===== src/rtl/riscv_mem_pkg.sv =====
// Shared definitions for the unified-memory port arbiter.
//   arbState_t : arbiter FSM states
//   grant_t    : which stage was served most recently
//   NOP_INSTR  : instruction returned to fetch when an access is aborted
//   DEFAULT_TIMEOUT / TIMER_W : watchdog default and counter width
package riscv_mem_pkg;

  typedef enum logic [1:0] {
    IDLE   = 2'd0,
    BUSY_D = 2'd1,
    BUSY_I = 2'd2
  } arbState_t;

  typedef enum logic {
    GNT_I = 1'b0,
    GNT_D = 1'b1
  } grant_t;

  localparam logic [31:0] NOP_INSTR = 32'h0000_0013;   // addi x0, x0, 0

  localparam int unsigned DEFAULT_TIMEOUT = 16;

  // Wide enough for the largest legal TIMEOUT (255).
  localparam int unsigned TIMER_W = 8;

endpackage


===== src/rtl/mem_arb_timer.sv =====
// Busy-cycle watchdog counter for the memory port arbiter.
// Ports:
//   clk     : system clock
//   rst     : synchronous reset, active-low
//   clr     : clears the count (held while the arbiter is idle)
//   en      : counts one busy cycle without an acknowledge
//   expired : count has reached TIMEOUT-1
module mem_arb_timer
  import riscv_mem_pkg::*;
#(
  parameter int unsigned TIMEOUT = DEFAULT_TIMEOUT
) (
  input  logic clk,
  input  logic rst,
  input  logic clr,
  input  logic en,
  output logic expired
);

  logic [TIMER_W-1:0] count;

  // Holds at the terminal value; the arbiter leaves the busy state
  // in the same cycle expired is seen, so saturation is only a guard.
  always_ff @(posedge clk) begin
    if (!rst || clr) begin
      count <= '0;
    end else if (en && !expired) begin
      count <= count + TIMER_W'(1);
    end
  end

  assign expired = (count == TIMER_W'(TIMEOUT - 1));

endmodule


===== src/rtl/mem_port_arbiter.sv =====
// Arbiter sharing one single-ported unified memory between the fetch
// stage (instruction reads) and the memory stage (loads/stores).
// Ports:
//   clk, rst                 : clock, synchronous active-low reset
//   if_req/if_addr           : fetch read request and address
//   if_rdata/if_ready        : fetched word and 1-cycle completion pulse
//   dm_req/dm_we/dm_addr/
//   dm_wdata/dm_be           : data request, store flag, address, data, byte enables
//   dm_rdata/dm_ready        : load data and 1-cycle completion pulse
//   mem_req/mem_we/mem_addr/
//   mem_wdata/mem_be         : registered memory request bundle
//   mem_rdata/mem_ack        : memory read data and combinational completion
//   stall_pipe               : freeze pipeline while any request is outstanding
//   timeout_err              : sticky flag, set when an access is aborted
module mem_port_arbiter
  import riscv_mem_pkg::*;
#(
  parameter int unsigned ADDR_W  = 32,
  parameter int unsigned DATA_W  = 32,
  parameter int unsigned TIMEOUT = DEFAULT_TIMEOUT
) (
  input  logic                clk,
  input  logic                rst,
  input  logic                if_req,
  input  logic [ADDR_W-1:0]   if_addr,
  output logic [DATA_W-1:0]   if_rdata,
  output logic                if_ready,
  input  logic                dm_req,
  input  logic                dm_we,
  input  logic [ADDR_W-1:0]   dm_addr,
  input  logic [DATA_W-1:0]   dm_wdata,
  input  logic [DATA_W/8-1:0] dm_be,
  output logic [DATA_W-1:0]   dm_rdata,
  output logic                dm_ready,
  output logic                mem_req,
  output logic                mem_we,
  output logic [ADDR_W-1:0]   mem_addr,
  output logic [DATA_W-1:0]   mem_wdata,
  output logic [DATA_W/8-1:0] mem_be,
  input  logic [DATA_W-1:0]   mem_rdata,
  input  logic                mem_ack,
  output logic                stall_pipe,
  output logic                timeout_err
);

  arbState_t state;
  grant_t    lastGrant;

  logic busy;
  logic expired;
  logic ackHit;
  logic abortHit;
  logic grantData;

  assign busy = (state != IDLE);

  // Completion is gated by rst so no ready pulse escapes during reset.
  assign ackHit   = rst && busy && mem_ack;
  assign abortHit = rst && busy && !mem_ack && expired;

  // Data wins unless fetch is also waiting and data was served last.
  assign grantData = dm_req && (!if_req || (lastGrant == GNT_I));

  mem_arb_timer #(
    .TIMEOUT (TIMEOUT)
  ) u_timer (
    .clk     (clk),
    .rst     (rst),
    .clr     (!busy),
    .en      (busy && !mem_ack),
    .expired (expired)
  );

  // Responses are combinational so the ready pulse lands in the ack cycle.
  always_comb begin
    if_ready = 1'b0;
    dm_ready = 1'b0;
    if_rdata = '0;
    dm_rdata = '0;
    if (state == BUSY_I && (ackHit || abortHit)) begin
      if_ready = 1'b1;
      if_rdata = ackHit ? mem_rdata : DATA_W'(NOP_INSTR);
    end
    if (state == BUSY_D && (ackHit || abortHit)) begin
      dm_ready = 1'b1;
      dm_rdata = ackHit ? mem_rdata : '0;
    end
  end

  assign stall_pipe = (if_req && !if_ready) || (dm_req && !dm_ready);

  always_ff @(posedge clk) begin
    if (!rst) begin
      state       <= IDLE;
      lastGrant   <= GNT_I;
      mem_req     <= 1'b0;
      mem_we      <= 1'b0;
      mem_addr    <= '0;
      mem_wdata   <= '0;
      mem_be      <= '0;
      timeout_err <= 1'b0;
    end else begin
      unique case (state)
        IDLE: begin
          if (grantData) begin
            state     <= BUSY_D;
            mem_req   <= 1'b1;
            mem_we    <= dm_we;
            mem_addr  <= dm_addr;
            mem_wdata <= dm_wdata;
            mem_be    <= dm_be;
          end else if (if_req) begin
            state     <= BUSY_I;
            mem_req   <= 1'b1;
            mem_we    <= 1'b0;
            mem_addr  <= if_addr;
            mem_wdata <= '0;
            mem_be    <= '1;
          end
        end
        BUSY_D, BUSY_I: begin
          // An ack in the expiry cycle is a normal completion.
          if (mem_ack || expired) begin
            state     <= IDLE;
            mem_req   <= 1'b0;
            mem_we    <= 1'b0;
            lastGrant <= (state == BUSY_D) ? GNT_D : GNT_I;
            if (!mem_ack) begin
              timeout_err <= 1'b1;
            end
          end
        end
        default: state <= IDLE;
      endcase
    end
  end

endmodule


===== config.mk =====
export PLATFORM = sky130hd
export DESIGN_NAME = mem_port_arbiter
export DESIGN_NICKNAME = d
export VERILOG_FILES = /design/src/rtl/riscv_mem_pkg.sv /design/src/rtl/mem_arb_timer.sv /design/src/rtl/mem_port_arbiter.sv
export SDC_FILE = /design/constraint.sdc
export NUM_CORES = 1
export LEC_CHECK = 0
export ABC_AREA = 1
export ABC_CLOCK_PERIOD_IN_PS = 2260
export CAP_MARGIN = 15
export CORE_MARGIN = 1.5
export CORE_UTILIZATION = 30
export DETAILED_ROUTE_END_ITERATION = 12
export GPL_TIMING_DRIVEN = 1
export PLACE_DENSITY_LB_ADDON = 0.1
export SYNTH_ARGS = -nofsm -noshare
export SYNTH_HDL_FRONTEND = slang
export SYNTH_SLANG_ARGS = --single-unit

===== constraint.sdc =====
create_clock -name clk -period 2.26 [get_ports clk]
set_clock_uncertainty 0.1 [all_clocks]
set_input_delay 0.452 -clock clk [delete_from_list [all_inputs] [get_ports clk]]
set_output_delay 0.452 -clock clk [all_outputs]
set_load 0.05 [all_outputs]

Yosys cells after proc, flatten, opt, wreduce, memory -nomap -nowiden
Cells that the tools add are included.

Add/sub/neg operators: 1. Mux-type cells: 24. Bitwise gates (word level): 2. Equality and inequality tests: 5. Reduce and logical (&&, ||, !) cells: 33.

Operators by type and width (number): 2-to-1 mux 32 bit (8); logical AND 1 bit (11); adder 8 x 1 -> 8 bit, second input constant (1); equality test 8 x 4 -> 1 bit, second input constant (1); 2-to-1 mux 1 bit (8); 2-to-1 mux 4 bit (2); zero test 1 bit (7); 2-to-1 mux 2 bit (3); AND reduction 2 bit (3); AND reduction 3 bit (2); nonzero test 2 bit (3); logical OR 1 bit (5); one-hot mux 1 bit (2 select lines) (2); one-hot mux 2 bit (2 select lines) (1); inequality test 3 bit, second input constant (1); equality test 2 x 1 -> 1 bit, second input constant (1); equality test 2 bit, second input constant (1); zero test 2 bit (1); inequality test 2 bit, second input constant (1); inverter 1 bit (2); OR reduction 2 bit (1).

Word-level logic and storage cells: 74. Bits of input ports: 138. Output and inout bits: 138. Register bits after elaboration: 82.

Depth between registers and ports, before layout
Gate-level depths: netlist (run 1).

Word-level depth: 10. Gate-level depth with buffers: 10. Gate-level depth less buffers: 10.

Cells and area by module
A second synthesis (run 1) with hierarchy kept.

Cell total of the unflattened synthesis: 637. Area total of the unflattened synthesis: 4334.2 µm².

Modules (own cells, without submodules): mem_port_arbiter (instances 1, area each 3898.7 µm², seq. area each 1481.4 µm², cells an instance 569); mem_arb_timer (instances 1, area each 435.4 µm², seq. area each 160.2 µm², cells an instance 68).

Worst setup path before layout (run 1)
No wires, ideal clock.

Path type: register to output. Start point: register u_timer.count[0]. End point: output port if_rdata[0]. Setup slack: -0.675 ns. Stages on the path, launching flop included: 10. Data arrival time: 2.383 ns. Required time: 1.708 ns. Path buffers: 0. Path through: dfxtp_1 > ha_1 > nand2_1 > nor2_2 > nand3_2 > nand2_1 > nand2_1 > nor2_2 > inv_1 > a21oi_1.

Word-level cells in the longest chain between the ends: 5.

Ends and longest elaborated chain: start: declaration (RTL line mem_arb_timer.sv:20) `logic [TIMER_W-1:0] count;`; start signal: assignment (RTL line mem_arb_timer.sv:28) `count <= count + TIMER_W'(1);`; equality test 8 x 4 -> 1 bit (RTL line mem_arb_timer.sv:32) `assign expired = (count == TIMER_W'(TIMEOUT - 1));`; logical AND 1 bit (RTL line mem_port_arbiter.sv:59) `assign abortHit = rst && busy && !mem_ack && expired;`; logical OR 1 bit (RTL line mem_port_arbiter.sv:80) `if (state == BUSY_I && (ackHit || abortHit)) begin`; logical AND 1 bit (RTL line mem_port_arbiter.sv:80); 2-to-1 mux 32 bit (RTL line mem_port_arbiter.sv:80); end: declaration (RTL line mem_port_arbiter.sv:26) `output logic [DATA_W-1:0] if_rdata,`.

Every way passes these cells.

Final worst setup path (run 1)
Start point: register state[1]. End point: output port if_rdata[3].

Word-level cells in the longest chain between the ends: 7. Elaborated cells on any way between the ends: 10. Classes of those cells: 1 x eq/ne; 2 x mux; 7 x reduce/logical.

Ends and longest elaborated chain: start: declaration (RTL line mem_port_arbiter.sv:46) `arbState_t state;`; start signal: assignment (RTL line mem_port_arbiter.sv:94) `state <= IDLE;`; start signal: assignment (RTL line mem_port_arbiter.sv:106) `state <= BUSY_D;`; start signal: assignment (RTL line mem_port_arbiter.sv:113) `state <= BUSY_I;`; nonzero test 2 bit (RTL line mem_port_arbiter.sv:55) `assign busy = (state != IDLE);`; logical AND 1 bit (RTL line mem_port_arbiter.sv:58, mem_port_arbiter.sv:59); logical AND 1 bit (2 in series) (RTL line mem_port_arbiter.sv:59); logical OR 1 bit (RTL line mem_port_arbiter.sv:80); logical AND 1 bit (RTL line mem_port_arbiter.sv:80); 2-to-1 mux 32 bit (*) (RTL line mem_port_arbiter.sv:80).

Every way passes the cells marked *; elsewhere a longest branch is shown, timed or not.

==> run summary, run 1 <==
placed cells - 997
clock root buffer - clkbuf_16
Mapped Area - 0.00412 mm2
Top-Level Pins - 276
Pleak - 3.65 nW
YS warnings - 0
vias in the first global route - 4797
Via density - 4.64
Initial Util - 30.9%
CTS sink count - 82
Post-Synthesis Cells - 554
DPL Wire Length - 11.8 mm
headroom to the max-slew limit - 50.3%
failing checks - negative setup slack
Pwr Total - 0.00482 W
Final Hold Fails - 0
# DRC - 0
RSZ-0062 raised after global routing - true
post-layout minimum cycle time - 2430 ps
Hold Path Stages - 2
largest net degree at the start of global routing - 70
H-tree depth - 3
syn_nets - 696
Final nets - 993
drt wl/cell - 14.8 um
Die Span Y - 120 um
worst path arrival time - 1880 ps
ANT nets after route - 0
CTS tree - done
GP Congestion - 0.797
Worst Hold Class - reg2reg
total CTS buffers - 9
Setup crit end kind - output port
die area - 0.0144 mm2
critical-path maximum fanout - 5
gr ovfl total - 0
fillcell total - 1051
worst setup path category - reg2out
# hold bufs at CTS - 0
initial antenna violation count - 0
# rows - 42
register area share after synthesis - 39.8%
final number of setup-violating endpoints - 65
DR pass1 iterations - 4
Peak supply drop - 428 uV
startpoint types - flip-flop
port buffer count - 275
Power Density - 541 mW/mm2
CP required - 1710 ps
worst setup margin - -169 ps
area grow syn2layout - 116%
post-route setup TNS - -6430 ps
Yosys cell types - 26
final wirelength - 15.2 mm
Synth Area per Inst - 7.44 um2
1st-iter DRT viols - 130
pre-CTS WS - -272 ps
first-pass GRT wire length - 24.0 mm
CTS max path bufs - 2
routed via count - 4784
share of layout cells above drive strength 1 - 26.5%
Tcrit/Tclk final - 107%
Worst-path clk slew - 60 ps
worst r2r path cells - 8
fin. max-slew vios - 0
worst-margin pin slew - 745 ps
gr usage total - 20.7%
Placeable Area - 0.0133 mm2
# diodes - 0
Die Span X - 120 um
clock insertion delay at the later pin of the skew report - 330 ps
Finished Layout Cells - 1032
Max Clk Rate - 412 MHz
outcome - complete, but fails checks
Max Cap Viol - 0
FF+latch count, synth - 82
final timing paths:
kind	from	slack [ps]	to
setup reg to reg	state[1]	560	mem_addr[18]
hold reg to reg	mem_wdata[10]	370	mem_wdata[10]
hold / removal	mem_wdata[10]	370	mem_wdata[10]
setup / recovery	state[1]	-170	if_rdata[3]
layout by cell type (no fill, tap or decap), drive strengths merged:
| cell | netlist | final |
|---|---|---|
| clkinv | 1 | 6 |
| o21ai | 5 | 5 |
| clkinvlp | 0 | 1 |
| o221a | 4 | 4 |
| nor2 | 20 | 20 |
| a31oi | 32 | 32 |
| dfxtp | 82 | 82 |
| clkbuf | 10 | 9 |
| nand3 | 7 | 7 |
| o211ai | 1 | 1 |
| a21oi | 46 | 46 |
| buf | 26 | 113 |
| clkdlybuf4s50 | 0 | 206 |
| dlygate4sd2 | 0 | 2 |
| nand3b | 1 | 1 |
| nand2 | 198 | 198 |
| inv | 54 | 56 |
| ha | 4 | 4 |
| nor3 | 63 | 63 |
through the flow:
step / area, um2 / util, % / hold WS, ps
6_report: 8900 / 66.7 / 366
5_1_grt: 8900 / 66.7 / 382
4_1_cts: 8850 / 66.3 / 364
3_5_place_dp: 8380 / 62.8 / 356
3_3_place_gp: 8380 / 62.8 / 350
2_1_floorplan: 4590 / - / 339
worst max-delay path, cell delays in order, from the launching register on:
cell and delay [ps]:
dfxtp_2 330, inv_2 50, ha_4 170, nor2_4 90, inv_2 60, nor2_4 170, buf_6 140, inv_4 40
buf_8 130, nor3_4 210, buf_12 160
power breakdown:
group          switching, W  internal (W)  total, W
clock network      0.000594      0.000741   0.00134
logic               0.00111      0.000726   0.00184
registers         0.0000666       0.00158   0.00164
cell usage after synthesis:
| cell | n | share of area, % |
|---|---|---|
| a21oi_1 | 45 | 5.5 |
| a21oi_2 | 1 | 0.21 |
| a31oi_1 | 32 | 4.9 |
| buf_1 | 1 | 0.091 |
| buf_2 | 17 | 2.1 |
| buf_4 | 2 | 0.36 |
| buf_6 | 6 | 1.6 |
| clkbuf_1 | 10 | 0.91 |
| clkinv_1 | 1 | 0.091 |
| dfxtp_1 | 82 | 40 |
| ha_1 | 4 | 1.2 |
| inv_1 | 51 | 4.6 |
| inv_2 | 3 | 0.27 |
| nand2_1 | 198 | 18 |
| nand3_1 | 6 | 0.73 |
| nand3_2 | 1 | 0.24 |
| nand3b_1 | 1 | 0.18 |
| nor2_1 | 16 | 1.5 |
| nor2_2 | 2 | 0.30 |
| nor2_4 | 2 | 0.55 |
| nor3_1 | 3 | 0.36 |
| nor3_2 | 60 | 15 |
| o211ai_1 | 1 | 0.18 |
| o21ai_0 | 4 | 0.49 |
| o21ai_1 | 1 | 0.12 |
| o221a_2 | 4 | 1.1 |
state kept, by name, indices dropped and copies added (netlist names):
signal / flops
mem_wdata: 32
mem_req: 1
timeout_err: 1
lastGrant: 1
u_timer.count: 8
mem_we: 1
mem_be: 4
mem_addr: 32
state: 2
logic make-up after synthesis:
group | count (synthesis) | share of synthesized area (%)
buffers and inverters | 91 | 10.1
AOI/OAI and AO/OA | 88 | 12.4
and+or+nand+nor | 289 | 36.4
adders and majority gates | 4 | 1.21
DFF | 82 | 39.8
routing by layer:
metal / up-vias / share of wire [%] / track usage, %
li1: 2391 / - / -
met1: 2177 / 39 / 22.8
met2: 197 / 50 / 37.0
met3: 19 / 9.5 / 7.78
met4: 0 / 1.9 / 6.10
met5: - / 0 / 0
cell type report:
type                       count  area (um2)  share of cell area, %
timing repair inverter         1        6.26                 0.0703
sequential                    82        1650                   18.5
inverter                      55         218                   2.45
timing repair buffer         321        3970                   44.6
clock buffer                   9         225                   2.53
multi-input combinational    381        2570                   28.9
tap                          176         220                   2.47
clock inverter                 7        45.0                  0.506
what timing repair did:
action	4_1_cts	5_1_grt
buffers inserted	14	3
cloned	2	0
pin swaps	10	4
endpoints found under the setup margin	67	67
resized for setup	20	6
Power figures use the tool's default switching activity.
==> run 2: changes to the inputs <==
Settings changed: ABC_CLOCK_PERIOD_IN_PS 2260 to 2500.
Clock period 2.26 ns to 2.5 ns, I/O delays scaled along.
==> run 2 against run 1 <==
Net effect: the flow now finishes without violations; final cell count decreased by 2.1%; total power down 7.2%; via count fell by 1.9%; critical path depth down 1; die area unchanged; setup slack improved by 190 ps; critical path type unchanged; sequential cell count unchanged; worst hold slack worse by 3.4 ps; sequential share of layout area increased by 2.4 points; critical endpoint is now if_rdata[28].
==> run summary, run 2 (synthesis gave the netlist of run 1 again) <==
Worst-path clk slew - 60 ps (about the same)
port buffer count - 275 (unchanged)
Pleak - 3.15 nW (was 3.65 nW)
Pwr Total - 0.00447 W (was 0.00482 W)
DPL Wire Length - 11.0 mm (was 11.8 mm)
# diodes - 0 (unchanged)
Peak supply drop - 403 uV (was 428 uV)
startpoint types - flip-flop (unchanged)
CTS sink count - 82 (unchanged)
worst path cell trace - inv_1 > ha_2 > nor2_4 > inv_2 > nor2_4 > inv_4 > buf_12 > nor3_4 > buf_6 (was inv_2 > ha_4 > nor2_4 > inv_2 > nor2_4 > buf_6 > inv_4 > buf_8 > nor3_4 > buf_12)
clock insertion delay at the later pin of the skew report - 330 ps (about the same)
Initial Util - 30.9% (unchanged)
gr ovfl total - 0 (unchanged)
placed cells - 989 (was 997)
Die Span X - 120 um (unchanged)
crit-path max cell delay - 340 ps (was 330 ps)
clock root buffer - clkbuf_16 (unchanged)
Final nets - 971 (was 993)
Worst Hold Class - reg2reg (unchanged)
CTS max path bufs - 2 (unchanged)
Die Span Y - 120 um (unchanged)
final wirelength - 14.7 mm (was 15.2 mm)
fin. max-slew vios - 0 (unchanged)
worst setup margin - 16.6 ps (was -169 ps)
H-tree depth - 3 (unchanged)
vias in the first global route - 4553 (was 4797)
CTS tree - done (unchanged)
post-layout minimum cycle time - 2480 ps
CP required - 1900 ps (was 1710 ps)
worst-margin pin slew - 761 ps (was 745 ps)
slowest library cell on the worst path - dfxtp_2 (unchanged)
drt wl/cell - 14.6 um (was 14.8 um)
gr usage total - 19.5% (was 20.7%)
Final Hold Fails - 0 (unchanged)
largest net degree at the start of global routing - 70 (unchanged)
share of layout cells above drive strength 1 - 24.0% (was 26.5%)
GP Congestion - 0.856 (was 0.797)
# rows - 42 (unchanged)
Max Cap Viol - 0 (unchanged)
Max Clk Rate - 403 MHz
DR pass1 iterations - 4 (unchanged)
most frequent CP cell - nor2_4
total CTS buffers - 9 (unchanged)
worst path arrival time - 1880 ps (about the same)
most common cell after layout, fill and taps aside - clkdlybuf4s50_1 (unchanged)
Top-Level Pins - 276 (unchanged)
outcome - finished, final reports clean (was complete, but fails checks)
Tcrit/Tclk final - 99.3%
# hold bufs at CTS - 0 (unchanged)
area grow syn2layout - 91.2% (was 116%)
Power Density - 567 mW/mm2 (was 541 mW/mm2)
# DRC - 0 (unchanged)
RSZ-0062 raised after global routing - true (unchanged)
critical-path maximum fanout - 28 (was 5)
final number of setup-violating endpoints - 0 (was 65)
1st-iter DRT viols - 135 (was 130)
Placeable Area - 0.0133 mm2 (unchanged)
post-route setup TNS - 0 ps (was -6430 ps)
initial antenna violation count - 0 (unchanged)
pre-CTS WS - -62.5 ps (was -272 ps)
Via density - 4.65 (was 4.64)
worst setup path category - reg2out (unchanged)
routed via count - 4694 (was 4784)
most frequent cells in the layout - clkdlybuf4s50_1 (206), nand2_1 (193), dfxtp_1 (78), buf_6 (57), inv_1 (49) (was clkdlybuf4s50_1 (206), nand2_1 (193), dfxtp_1 (78), buf_12 (78), nor3_4 (61))
Setup crit end kind - output port (unchanged)
die area - 0.0144 mm2 (unchanged)
Finished Layout Cells - 1010 (was 1032)
ANT nets after route - 0 (unchanged)
headroom to the max-slew limit - 49.3% (was 50.3%)
first-pass GRT wire length - 22.4 mm (was 24.0 mm)
Top Registers - mem_addr x32, mem_wdata x32, u_timer.count x8 (unchanged)
## run 2: cell count changes in the layout (fill, tap and decap cells not counted), sizes merged
cell	change
buf	-22
clkbuf	+4
clkinv	-4
bufinv	+2
inv	-2
## run 2: report_power, final
group | internal [W] | switching [W]
logic | 0.000569 | 0.000934
clock network | 0.000955 | 0.000522
registers | 0.00142 | 0.0000624
## run 2: layout make-up
| type | instances | area [um2] |
|---|---|---|
| tap | 176 | 220 |
| clock inverter | 4 | 72.6 |
| multi-input combinational | 381 | 2320 |
| clock buffer | 12 | 267 |
| inverter | 55 | 211 |
| timing repair buffer | 300 | 3140 |
| sequential | 82 | 1650 |
| fill | 1161 | 5470 |
## run 2: what timing repair did
action / 4_1_cts / 5_1_grt
gates cloned: 1 / 0
buffers inserted: 1 / 3
pin swaps: 1 / 6
endpoints found under the setup margin: 64 / 40
resized for setup: 37 / 72
## run 2: final timing paths
check          startpoint  slack (ps)             to  depth (start not counted)
max              state[0]          20   if_rdata[28]                          9
min          mem_wdata[5]         360   mem_wdata[5]                          2
max reg2reg      state[0]         730  mem_wdata[31]                          8
min reg2reg  mem_wdata[5]         360   mem_wdata[5]                          2
## run 2: worst max-delay path, delay by kind of cell (launching register included)
kind / cells / cell delay [ps]
flops: 1 / 340
buf+inv: 5 / 580
simple gates: 3 / 400
fa+ha+maj: 1 / 200
## run 2: layer usage
| layer | part of all wire (%) | wire length [um] | track usage (%) | vias up |
|---|---|---|---|---|
| met5 | 0 | 0 | 0 | - |
| met4 | 2.6 | 377 | 7.74 | 0 |
| met3 | 9.8 | 1440 | 7.26 | 26 |
| met2 | 50 | 7330 | 35.3 | 212 |
| met1 | 38 | 5550 | 20.3 | 2118 |
| li1 | - | - | - | 2338 |
## run 2: through the flow
step | hold WS (ps) | instance area [um2] | util, %
4_1_cts | 364 | 7550 | 56.6
6_report | 362 | 7880 | 59.0
2_1_floorplan | 339 | 4150 | -
3_3_place_gp | 350 | 7040 | 52.7
3_5_place_dp | 356 | 7040 | 52.7
5_1_grt | 380 | 7880 | 59.0
==> run 3: changes to the inputs <==
Settings changed: CORE_MARGIN 1.5 to 2.
==> run 3 against run 2 <==
Net effect: worst hold slack worse by 0.75 ps; non-clock buffer count up 2; setup slack better by 72 ps; largest cell class unchanged; highest routed layer unchanged.
==> run summary, run 3 (synthesis gave the netlist of run 1 again) <==
# rows - 42 (unchanged)
most frequent CP cell - nor2_4 (unchanged)
area grow syn2layout - 87.1% (was 91.2%)
final core utilization - 57.8% (was 59.0%)
worst hold slack - 362 ps (about the same)
Die Span Y - 121 um (was 120 um)
Final nets - 973 (was 971)
drt wl/cell - 14.5 um (was 14.6 um)
worst path cell trace - inv_1 > ha_4 > nor2_4 > inv_2 > nor2_4 > inv_4 > buf_12 > nor3_2 > buf_4 (was inv_1 > ha_2 > nor2_4 > inv_2 > nor2_4 > inv_4 > buf_12 > nor3_4 > buf_6)
fin. max-slew vios - 0 (unchanged)
total CTS buffers - 9 (unchanged)
# hold bufs at CTS - 0 (unchanged)
ANT nets after route - 0 (unchanged)
GP Congestion - 0.818 (was 0.856)
CTS tree - done (unchanged)
Via density - 4.64 (was 4.65)
Tcrit/Tclk final - 96.5% (was 99.3%)
Setup crit end kind - output port (unchanged)
Finished Layout Cells - 1012 (was 1010)
placed cells - 990 (was 989)
largest net degree at the start of global routing - 70 (unchanged)
Top-Level Pins - 276 (unchanged)
crit-path max cell delay - 340 ps (about the same)
share of layout cells above drive strength 1 - 24.0% (about the same)
DPL Wire Length - 11.2 mm (was 11.0 mm)
critical-path maximum fanout - 17 (was 28)
port buffer count - 275 (unchanged)
worst r2r path cells - 8 (unchanged)
final wirelength - 14.7 mm (about the same)
Hold Path Stages - 2 (unchanged)
worst setup margin - 88.2 ps (was 16.6 ps)
H-tree depth - 3 (unchanged)
CTS sink count - 82 (unchanged)
CP required - 1900 ps (about the same)
Peak supply drop - 407 uV (was 403 uV)
gr usage total - 19.1% (was 19.5%)
pre-CTS WS - -113 ps (was -62.5 ps)
Buf/Inv on CP - 5 (unchanged)
critical path's top delay family - buffers and inverters (unchanged)
Worst-path clk slew - 60 ps (about the same)
routed via count - 4691 (was 4694)
CTS max path bufs - 2 (unchanged)
worst setup path category - reg2out (unchanged)
startpoint types - flip-flop (unchanged)
Placeable Area - 0.0133 mm2 (unchanged)
1st-iter DRT viols - 171 (was 135)
Final Hold Fails - 0 (unchanged)
clock insertion delay at the later pin of the skew report - 320 ps (was 330 ps)
gr ovfl total - 0 (unchanged)
final number of setup-violating endpoints - 0 (unchanged)
Pleak - 3.06 nW (was 3.15 nW)
worst path arrival time - 1810 ps (was 1880 ps)
vias in the first global route - 4534 (was 4553)
most common cell after layout, fill and taps aside - clkdlybuf4s50_1 (unchanged)
Worst Hold Class - reg2reg (unchanged)
Power Density - 590 mW/mm2 (was 567 mW/mm2)
Max Cap Viol - 0 (unchanged)
headroom to the max-slew limit - 49.7% (was 49.3%)
outcome - finished, final reports clean (unchanged)
worst-margin pin slew - 754 ps (was 761 ps)
# DRC - 0 (unchanged)
first-pass GRT wire length - 22.5 mm (was 22.4 mm)
Top Registers - mem_addr x32, mem_wdata x32, u_timer.count x8 (unchanged)
Crit. path cell count - 9 (unchanged)
most frequent cells in the layout - clkdlybuf4s50_1 (206), nand2_1 (194), dfxtp_1 (78), buf_4 (60), nor3_2 (49) (was clkdlybuf4s50_1 (206), nand2_1 (193), dfxtp_1 (78), buf_6 (57), inv_1 (49))
Initial Util - 30.9% (unchanged)
die area - 0.0147 mm2 (was 0.0144 mm2)
slowest library cell on the worst path - dfxtp_2 (unchanged)
DR pass1 iterations - 6 (was 4)
# diodes - 0 (unchanged)
clock root buffer - clkbuf_16 (unchanged)
Die Span X - 121 um (was 120 um)
Pwr Total - 0.00455 W (was 0.00447 W)
initial antenna violation count - 0 (unchanged)
Max Clk Rate - 415 MHz (was 403 MHz)
post-layout minimum cycle time - 2410 ps (was 2480 ps)
==> run 3: through the flow <==
stage / instance area [um2] / setup TNS [ps]
CTS: 7550 / 0
finish: 7710 / 0
global route: 7710 / -69.2
global placement: 7060 / -794
detailed placement: 7060 / -1870
floorplan: 4150 / -2940
==> run 3: area by class of cell <==
| cell class | count | area, um2 |
|---|---|---|
| sequential | 82 | 1650 |
| timing repair buffer | 302 | 3040 |
| multi-input combinational | 381 | 2240 |
| inverter | 55 | 211 |
| fill | 1180 | 5640 |
| tap | 176 | 220 |
| clock buffer | 12 | 256 |
| clock inverter | 4 | 97.6 |
==> run 3: what timing repair did <==
item / in CTS / in global routing
gates cloned: 1 / 1
buffers inserted: 1 / 3
pin swaps: 2 / 4
resized for setup: 31 / 25
setup endpoints to repair: 65 / 51
==> run 3: path summary, 6_finish.rpt <==
path	from	end	slack (ps)
worst min register to register	mem_wdata[7]	mem_wdata[7]	360
worst min-delay path	mem_wdata[7]	mem_wdata[7]	360
worst max register to register	state[1]	mem_wdata[6]	800
worst max-delay path	state[1]	dm_rdata[27]	90
==> run 3: metal layers <==
layer | track usage (%) | part of all wire [%] | up-vias
met5 | 0 | 0 | -
met1 | 20.3 | 38 | 2138
met3 | 7.19 | 10 | 12
met2 | 35.6 | 51 | 194
met4 | 4.60 | 1.1 | 0
li1 | - | - | 2347
==> run 3: power breakdown <==
| part | switching (W) | total, W | internal (W) |
|---|---|---|---|
| Clock | 0.000518 | 0.00155 | 0.00103 |
| Sequential | 0.0000613 | 0.00149 | 0.00142 |
| Combinational | 0.000925 | 0.00151 | 0.000587 |
==> run 3: tightest hold or removal path: cells and delay by family (launching register included) <==
family,cells,cell delay [ps]
flops,1,310
simple gates,1,60
compound gates,1,50
